--- src/rtl/uart_stream_pkg.sv ---
// uart_stream_pkg: FSM state, framing constants and size
// helpers shared by the sample streamer and its sub-blocks.
package uart_stream_pkg;

  typedef enum logic [1:0] {
    IDLE,
    LOAD,
    WAIT_HI,
    WAIT_LO
  } tx_state_e;

  localparam logic [7:0] HDR0_DEF = 8'h43;
  localparam logic [7:0] HDR1_DEF = 8'h48;
  localparam logic [7:0] ID_BASE  = 8'h30;

  function automatic int bytes_per(input int w);
    return (w + 7) / 8;
  endfunction

  function automatic int frame_len(input int w, input int n);
    return 4 + n * (1 + bytes_per(w));
  endfunction

endpackage

--- src/rtl/strobe_decim.sv ---
// strobe_decim: sample_clk rising-edge detect with enable gating
// and a DECIM edge counter. Ports: clk, rst_n, enable, sample_clk in; trig out.
module strobe_decim #(
  parameter int DECIM = 1
) (
  input  logic clk,
  input  logic rst_n,
  input  logic enable,
  input  logic sample_clk,
  output logic trig
);

  localparam logic [15:0] TOP = 16'(DECIM - 1);

  logic        sclk_q;
  logic [15:0] cnt;
  logic        rise;
  logic        wrap;

  assign rise = sample_clk & ~sclk_q;
  assign wrap = cnt == TOP;
  assign trig = enable & rise & wrap;

  always_ff @(posedge clk or negedge rst_n) begin
    if (!rst_n) begin
      sclk_q <= 1'b0;
      cnt    <= '0;
    end else begin
      sclk_q <= sample_clk;
      // Disabled: hold at 0 so re-enable needs DECIM fresh edges.
      if (!enable) begin
        cnt <= '0;
      end else if (rise) begin
        cnt <= wrap ? '0 : cnt + 16'd1;
      end
    end
  end

endmodule

--- src/rtl/uart_sample_streamer.sv ---
// uart_sample_streamer: atomically snapshots N signed W-bit channels
// on a decimated sample_clk edge and sends each as a framed packet
// (hdr, seq, id+sample bytes, xor checksum) over the uart_tx byte port.
// Ports: clk, rst_n, enable, sample_clk, samples in; tx_start, tx_data
// out, tx_busy in; frame_strobe, overrun_count status out.
module uart_sample_streamer
  import uart_stream_pkg::*;
#(
  parameter int         W     = 16,
  parameter int         N     = 4,
  parameter int         DECIM = 1,
  parameter logic [7:0] HDR0  = HDR0_DEF,
  parameter logic [7:0] HDR1  = HDR1_DEF
) (
  input  logic           clk,
  input  logic           rst_n,
  input  logic           enable,
  input  logic           sample_clk,
  input  logic [N*W-1:0] samples,
  output logic           tx_start,
  output logic [7:0]     tx_data,
  input  logic           tx_busy,
  output logic           frame_strobe,
  output logic [7:0]     overrun_count
);

  localparam int         B       = bytes_per(W);
  localparam int         LEN     = frame_len(W, N);
  localparam logic [7:0] LAST    = 8'(LEN - 1);
  localparam logic [2:0] SUB_TOP = 3'(B);
  localparam logic [4:0] CH_TOP  = 5'(N - 1);

  tx_state_e      state;
  tx_state_e      state_n;
  logic           trig;
  logic           accept;
  logic           drop;
  logic           last;
  logic           body;
  logic           advance;
  logic [7:0]     idx;
  logic [7:0]     seq;
  logic [7:0]     seq_cur;
  logic [7:0]     csum;
  logic [7:0]     data_q;
  logic [7:0]     cur_byte;
  logic [4:0]     ch;
  logic [2:0]     sub;
  logic [N*W-1:0] snap;
  logic [W-1:0]   samp;
  logic [31:0]    ext;
  logic [7:0]     sel;

  strobe_decim #(
    .DECIM(DECIM)
  ) u_decim (
    .clk       (clk),
    .rst_n     (rst_n),
    .enable    (enable),
    .sample_clk(sample_clk),
    .trig      (trig)
  );

  assign accept  = trig && state == IDLE;
  assign drop    = trig && state != IDLE;
  assign last    = idx == LAST;
  assign body    = idx > 8'd2 && !last;
  assign advance = state == WAIT_LO && !tx_busy && !last;

  // sub = 0 is the channel id byte, 1..B walk the sample MSB first.
  assign samp = snap[int'(ch)*W +: W];
  assign ext  = 32'($signed(samp));
  assign sel  = 8'(ext >> (8 * (B - int'(sub))));

  always_comb begin
    cur_byte = 8'h00;
    unique case (1'b1)
      idx == 8'd0:             cur_byte = HDR0;
      idx == 8'd1:             cur_byte = HDR1;
      idx == 8'd2:             cur_byte = seq_cur;
      last:                    cur_byte = csum;
      body && sub == 3'd0:     cur_byte = ID_BASE + 8'(ch);
      body && sub != 3'd0:     cur_byte = sel;
      default:                 cur_byte = 8'h00;
    endcase
  end

  assign tx_data = tx_start ? cur_byte : data_q;

  always_ff @(posedge clk or negedge rst_n) begin
    if (!rst_n) begin
      state <= IDLE;
    end else begin
      state <= state_n;
    end
  end

  always_comb begin
    state_n      = state;
    tx_start     = 1'b0;
    frame_strobe = 1'b0;
    unique case (state)
      IDLE: begin
        if (trig) state_n = LOAD;
      end
      // Hold off while uart_tx is still busy from elsewhere.
      LOAD: begin
        if (!tx_busy) begin
          tx_start = 1'b1;
          state_n  = WAIT_HI;
        end
      end
      WAIT_HI: begin
        if (tx_busy) state_n = WAIT_LO;
      end
      WAIT_LO: begin
        if (!tx_busy) begin
          state_n      = last ? IDLE : LOAD;
          frame_strobe = last;
        end
      end
    endcase
  end

  always_ff @(posedge clk or negedge rst_n) begin
    if (!rst_n) begin
      snap          <= '0;
      seq           <= '0;
      seq_cur       <= '0;
      csum          <= '0;
      data_q        <= '0;
      idx           <= '0;
      ch            <= '0;
      sub           <= '0;
      overrun_count <= '0;
    end else begin
      if (accept) begin
        snap    <= samples;
        seq_cur <= seq;
        seq     <= seq + 8'd1;
        csum    <= '0;
        idx     <= '0;
        ch      <= '0;
        sub     <= '0;
      end
      if (tx_start) begin
        data_q <= cur_byte;
        if (idx >= 8'd2 && !last) csum <= csum ^ cur_byte;
      end
      if (advance) begin
        idx <= idx + 8'd1;
        if (idx >= 8'd3) begin
          if (sub == SUB_TOP) begin
            sub <= '0;
            // Parking on the last channel keeps the slice in range.
            if (ch != CH_TOP) ch <= ch + 5'd1;
          end else begin
            sub <= sub + 3'd1;
          end
        end
      end
      if (drop && overrun_count != 8'hFF) begin
        overrun_count <= overrun_count + 8'd1;
      end
    end
  end

endmodule

--- config.mk ---
export PLATFORM = sky130hd
export DESIGN_NAME = uart_sample_streamer
export DESIGN_NICKNAME = d
export VERILOG_FILES = /design/src/rtl/uart_stream_pkg.sv /design/src/rtl/strobe_decim.sv /design/src/rtl/uart_sample_streamer.sv
export SDC_FILE = /design/constraint.sdc
export NUM_CORES = 1
export LEC_CHECK = 0
export CORE_MARGIN = 2
export CORE_UTILIZATION = 45
export CTS_BUF_LIST = sky130_fd_sc_hd__clkbuf_4 sky130_fd_sc_hd__clkbuf_8
export DETAILED_ROUTE_END_ITERATION = 6
export PLACE_DENSITY = 0.67
export SYNTH_ARGS = -nofsm -noshare
export SYNTH_HDL_FRONTEND = slang
export SYNTH_SLANG_ARGS = --single-unit
--- constraint.sdc ---
create_clock -name clk -period 9.65 [get_ports clk]
set_input_delay 1.93 -clock clk [delete_from_list [all_inputs] [get_ports clk]]
set_output_delay 1.93 -clock clk [all_outputs]
set_load 0.02 [all_outputs]
---- Yosys cells after proc, flatten, opt, wreduce, memory -nomap -nowiden ----
Cells that the tools add are included.
cells by class
  equality and inequality tests ........... 14
  muxes and demuxes ....................... 29
  shift operators ......................... 2
  bitwise operators ....................... 5
  reduce and logical (&&, ||, !) cells .... 19
  add/subtract/negate cells ............... 8
  magnitude comparators ................... 3
operators with widths
  operator                                                                count
  64-bit by 10-bit variable part select with 16-bit output                1
  16-bit 2-to-1 mux                                                       3
  8-bit 2-to-1 mux                                                        6
  8-bit case mux with 6 select lines                                      1
  32-bit by 32-bit >> shifter with 8-bit output                           1
  5-bit 2-to-1 mux                                                        5
  8-bit by 1-bit adder with 8-bit output (second input constant)          3
  16-bit by 1-bit adder with 16-bit output (second input constant)        1
  8-bit by 2-bit >= comparator with 1-bit output (second input constant)  2
  16-bit logical NOT                                                      1
  3-bit 2-to-1 mux                                                        4
  1-bit logical AND                                                       9
  8-bit by 1-bit == test with 1-bit output (second input constant)        1
  8-bit by 2-bit == test with 1-bit output (second input constant)        1
  8-bit by 4-bit == test with 1-bit output (second input constant)        1
  8-bit by 2-bit > comparator with 1-bit output (second input constant)   1
  8-bit logical NOT                                                       1
  2-bit 2-to-1 mux                                                        4
  2-bit inequality test (second input constant)                           4
  8-bit inequality test (second input constant)                           1
  2-bit case mux with 4 select lines                                      1
  8-bit bitwise XOR                                                       1
  6-bit by 5-bit adder with 7-bit output (first input constant)           1
  5-bit by 1-bit adder with 5-bit output (second input constant)          1
  other kinds (16)                                                        25
word-level totals
  input port bits ......................... 69
  register bits ........................... 139
  output and inout bits ................... 18

---- Longest topological paths before layout ----
  word-level depth ........................ 10
  depth in mapped cells ................... 10

---- Modules after synthesis ----
From an unflattened synthesis, not the netlist that was laid out.
unflattened totals
  cell total of the unflattened synthesis .. 738
  area, all modules ....................... 6,876.6 µm²
modules (own cells, without submodules)
  module                area each (µm²)  cells an instance  times used
  uart_sample_streamer  5,935.7          630                1
  strobe_decim          940.9            108                1

---- Worst setup path after synthesis ----
OpenSTA, ideal clock, no wires.
  kind .................................... input to output
  start ................................... input port tx_busy
  end ..................................... output port tx_data[2]
  cell stages on the path ................. 4
  buffers on the path ..................... 0
  slack ................................... 4,713 ps
  data arrival time ....................... 3,007 ps
  cells stage by stage .................... nand2b_1 inv_1 nand2_1 o21ai_0
between the ends
  word-level cells in the longest chain between the ends .. 3
RTL lines
  item              RTL line                     source
  from (decl)       uart_sample_streamer.sv:22   input logic tx_busy,
  1-bit 2-to-1 mux  uart_sample_streamer.sv:108  if (!tx_busy) begin
  1-bit 2-to-1 mux  uart_sample_streamer.sv:102  unique case (state)
  net tx_start      uart_sample_streamer.sv:20   output logic tx_start,
  8-bit 2-to-1 mux  n/a
  to (decl)         uart_sample_streamer.sv:21   output logic [7:0] tx_data,
The timed path passes the listed nets, and every way through them passes these cells.

---- Worst setup path after layout ----
  start ................................... input port tx_busy
  end ..................................... output port tx_data[3]
between the ends
  word-level cells in the longest chain between the ends .. 3
RTL lines
  item              RTL line
  1-bit 2-to-1 mux  uart_sample_streamer.sv:108
  1-bit 2-to-1 mux  uart_sample_streamer.sv:102
  8-bit 2-to-1 mux  n/a
Every way passes these cells.

==> impl_metrics.csv <==
group,metric,value,unit
yosys,synth_edf_count,0,
placed_design,place_area,8109,µm²
floorplanning,core_area,15310,µm²
final_layout,fin_area,8486,µm²
global_routing,grt_pass1_vias,5685,
yosys,yosys-top-cells-area,"dfrtp_1, nand2_1, o21ai_0",
status,outcome,"completed",
critical_path,startpoint_type,"input port",
sta,fmax,167.3,MHz
sta,fin_skew,0.01261,ns
yosys,yosys.area.top_type,"dfrtp_1",
clock_network,insertion_delay,0.45,ns
global_routing,grt_antenna_before_repair,0,
placed_design,dp_hpwl,11590,µm
yosys,async_flop_share,100.0,%
yosys,avgSynthCellArea,9.204,µm²
yosys,ys_seq_area_share,49.08,%
detailed_routing,wl_per_cell,15.61,µm
yosys,synthDominantCellAreaShare,49.08,%
sta,fin_setup_tns,0,ns
sta,min_period,5.978,ns
clock_network,clk_pin_slew,0.07,ns
floorplanning,start_util,46.27,%
critical_path,setup.worst_path.end_class,"primary output",
pwr,powerDensity,255.3,nW/µm²
critical_path,critPathKind,"in -> out",
flow_run,cap_violations,0,
pwr,ir_drop,111.3,µV
detailed_routing,ant_nets,0,
clock_network,ctsHoldBuffers,0,
critical_path,required,7.72,ns
final_layout,nNetsFinal,932,
detailed_routing,dr.pass1.iters,5,
yosys,synth_area,7087,µm²
global_routing,grt_overflow,0,
clock_network,clk_path_buf_depth,2,
yosys,syn_nets,856,
floorplanning,die_h,129.5,µm
sta,slew_violations,0,
sta,relSlewSlack,43.17,%
final_layout,diodes,0,
floorplanning,ios,87,
detailed_routing,vias,5811,
placed_design,port_buffers,86,
critical_path,crit_path_max_fanout,12,
global_routing,grt_pass1_wl,27830,µm
global_routing,met2_usage,33.68,%
global_routing,grt_busiest_layer,"met2",
detailed_routing,routed_wirelength,16710,µm
final_layout,n_fill_cell,1383,
pwr,p_leak,3.929,nW
global_routing,grt_max_degree,83,
sta,hold_violations,0,
yosys,syn_inst,770,
yosys,synth_cell_type_count,59,
clock_network,clockRootBuffer,"clkbuf_8",
detailed_routing,drt_iter0_drc,453,
sta,period_share,61.95,%
floorplanning,dieArea,16770,µm²
global_routing,use_met1,27.50,%
clock_network,numCtsBuffers,17,
clock_network,clock-sinks,139,
placed_design,gp_congestion,0.8998,
hold_path,min_path_type,"reg -> reg",
floorplanning,die_x,129.5,µm
sta,finalSetupViolations,0,
global_routing,grt_use_met3,6.317,%
detailed_routing,detail_route.vias_per_cell,5.431,
detailed_routing,drc,0,
sta,rsz0062_at_grt,"no",
clock_network,h-tree-depth,4,
clock_network,cts_tree,"done",
yosys,synth_commonest_cells,"nand2_1, dfrtp_1, o21ai_0",
clock_network,cts.repair.resized,0,
critical_path,arrival,4.05,ns
yosys,synthFlopType,"dfrtp_1",
yosys,ys_seq_elements,139,
clock_network,cts_setup_buffers,0,
final_layout,syn_to_final_growth,19.74,%
yosys,yosysMostFrequentCell,"nand2_1",
global_routing,track_usage,21.23,%
yosys,ys_warn_count,0,
final_layout,layout-drive-gt1-share,8.149,%
sta,tightest_slew,0.8524,ns
floorplanning,rows,45,
final cells by class:
cell class	count	area (µm²)	area share, %
Sequential cell	139	3478	40.99
Multi-Input combinational cell	581	3403	40.11
Timing Repair Buffer	92	907.1	10.69
Tap cell	211	264.0	3.111
Clock buffer	19	249.0	2.934
Clock inverter	13	127.6	1.504
Inverter	15	56.30	0.6635
worst paths after layout:
kind	start	end	slack, ns	depth (start not counted)
worst max-delay path	tx_busy	tx_data[3]	3.67	6
worst min-delay path	snap[49]	snap[49]	0.48	2
worst max register to register	sub[0]	csum[2]	6.60	8
worst min register to register	snap[49]	snap[49]	0.48	2
max in group asynchronous	rst_n	snap[23]	6.86	2
min in group asynchronous	rst_n	snap[10]	1.51	1
registers in the layout, summed over array words and instances, names as in the netlist:
register        flops
data_q              8
idx                 8
overrun_count       8
state               2
sub                 3
u_decim.cnt        16
seq_cur             8
seq                 8
csum                8
snap               64
ch                  5
u_decim.sclk_q      1
power by group:
group          switching (W)  internal [W]  total [W]  leakage, nW
clock network       0.000227      0.000232   0.000459        0.196
logic               0.000454      0.000352   0.000806         1.91
registers           0.000142      0.000760   0.000902         1.82
cells by family after synthesis:
group,share of synthesized area (%)
buffers and inverters,2.984
adders and majority gates,3.001
and+or+nand+nor,23.83
muxes,6.020
xor gates and xnor gates,2.101
AOI/OAI and AO/OA,12.98
DFF,49.08
layer usage:
| layer | up-vias | part of all wire [%] |
|---|---|---|
| li1 | 2807 | - |
| met1 | 2839 | 44 |
| met2 | 132 | 48 |
| met3 | 33 | 5.4 |
| met4 | 0 | 2.7 |
| met5 | - | 0 |
layout by cell type (no fill, tap or decap), drive strengths merged, types with 8 or more instances in the layout:
cell type	n
clkdlybuf4s50	85
nand2	269
clkinv	9
o21ai	57
nand2b	11
mux2i	19
nand3	24
inv	15
o31ai	11
ha	17
xnor2	11
nand4	9
and3	11
a22o	8
mux2	9
dfrtp	139
clkbuf	19
nor2	24
a21oi	14
critical path, stage by stage:
cell	delay (ns)
clkdlybuf4s50_1	0.45
nand2b_1	0.37
inv_1	0.24
nand2_1	0.14
o21ai_0	0.25
clkdlybuf4s50_1	0.66
through the flow:
step	power [W]	utilization, %	hold WS (ns)	std cells	setup WS, ns
global route	0.002312	55.41	0.5012	1070	3.437
CTS	0.002174	55.41	0.4760	1070	3.642
detailed placement	0.001706	52.95	0.4589	1038	3.621
floorplan	0.001429	-	0.4375	770	4.713
finish	0.002167	55.41	0.4758	1070	3.672
global placement	0.001674	52.95	0.4585	1038	3.738
Power figures use the tool's default switching activity.
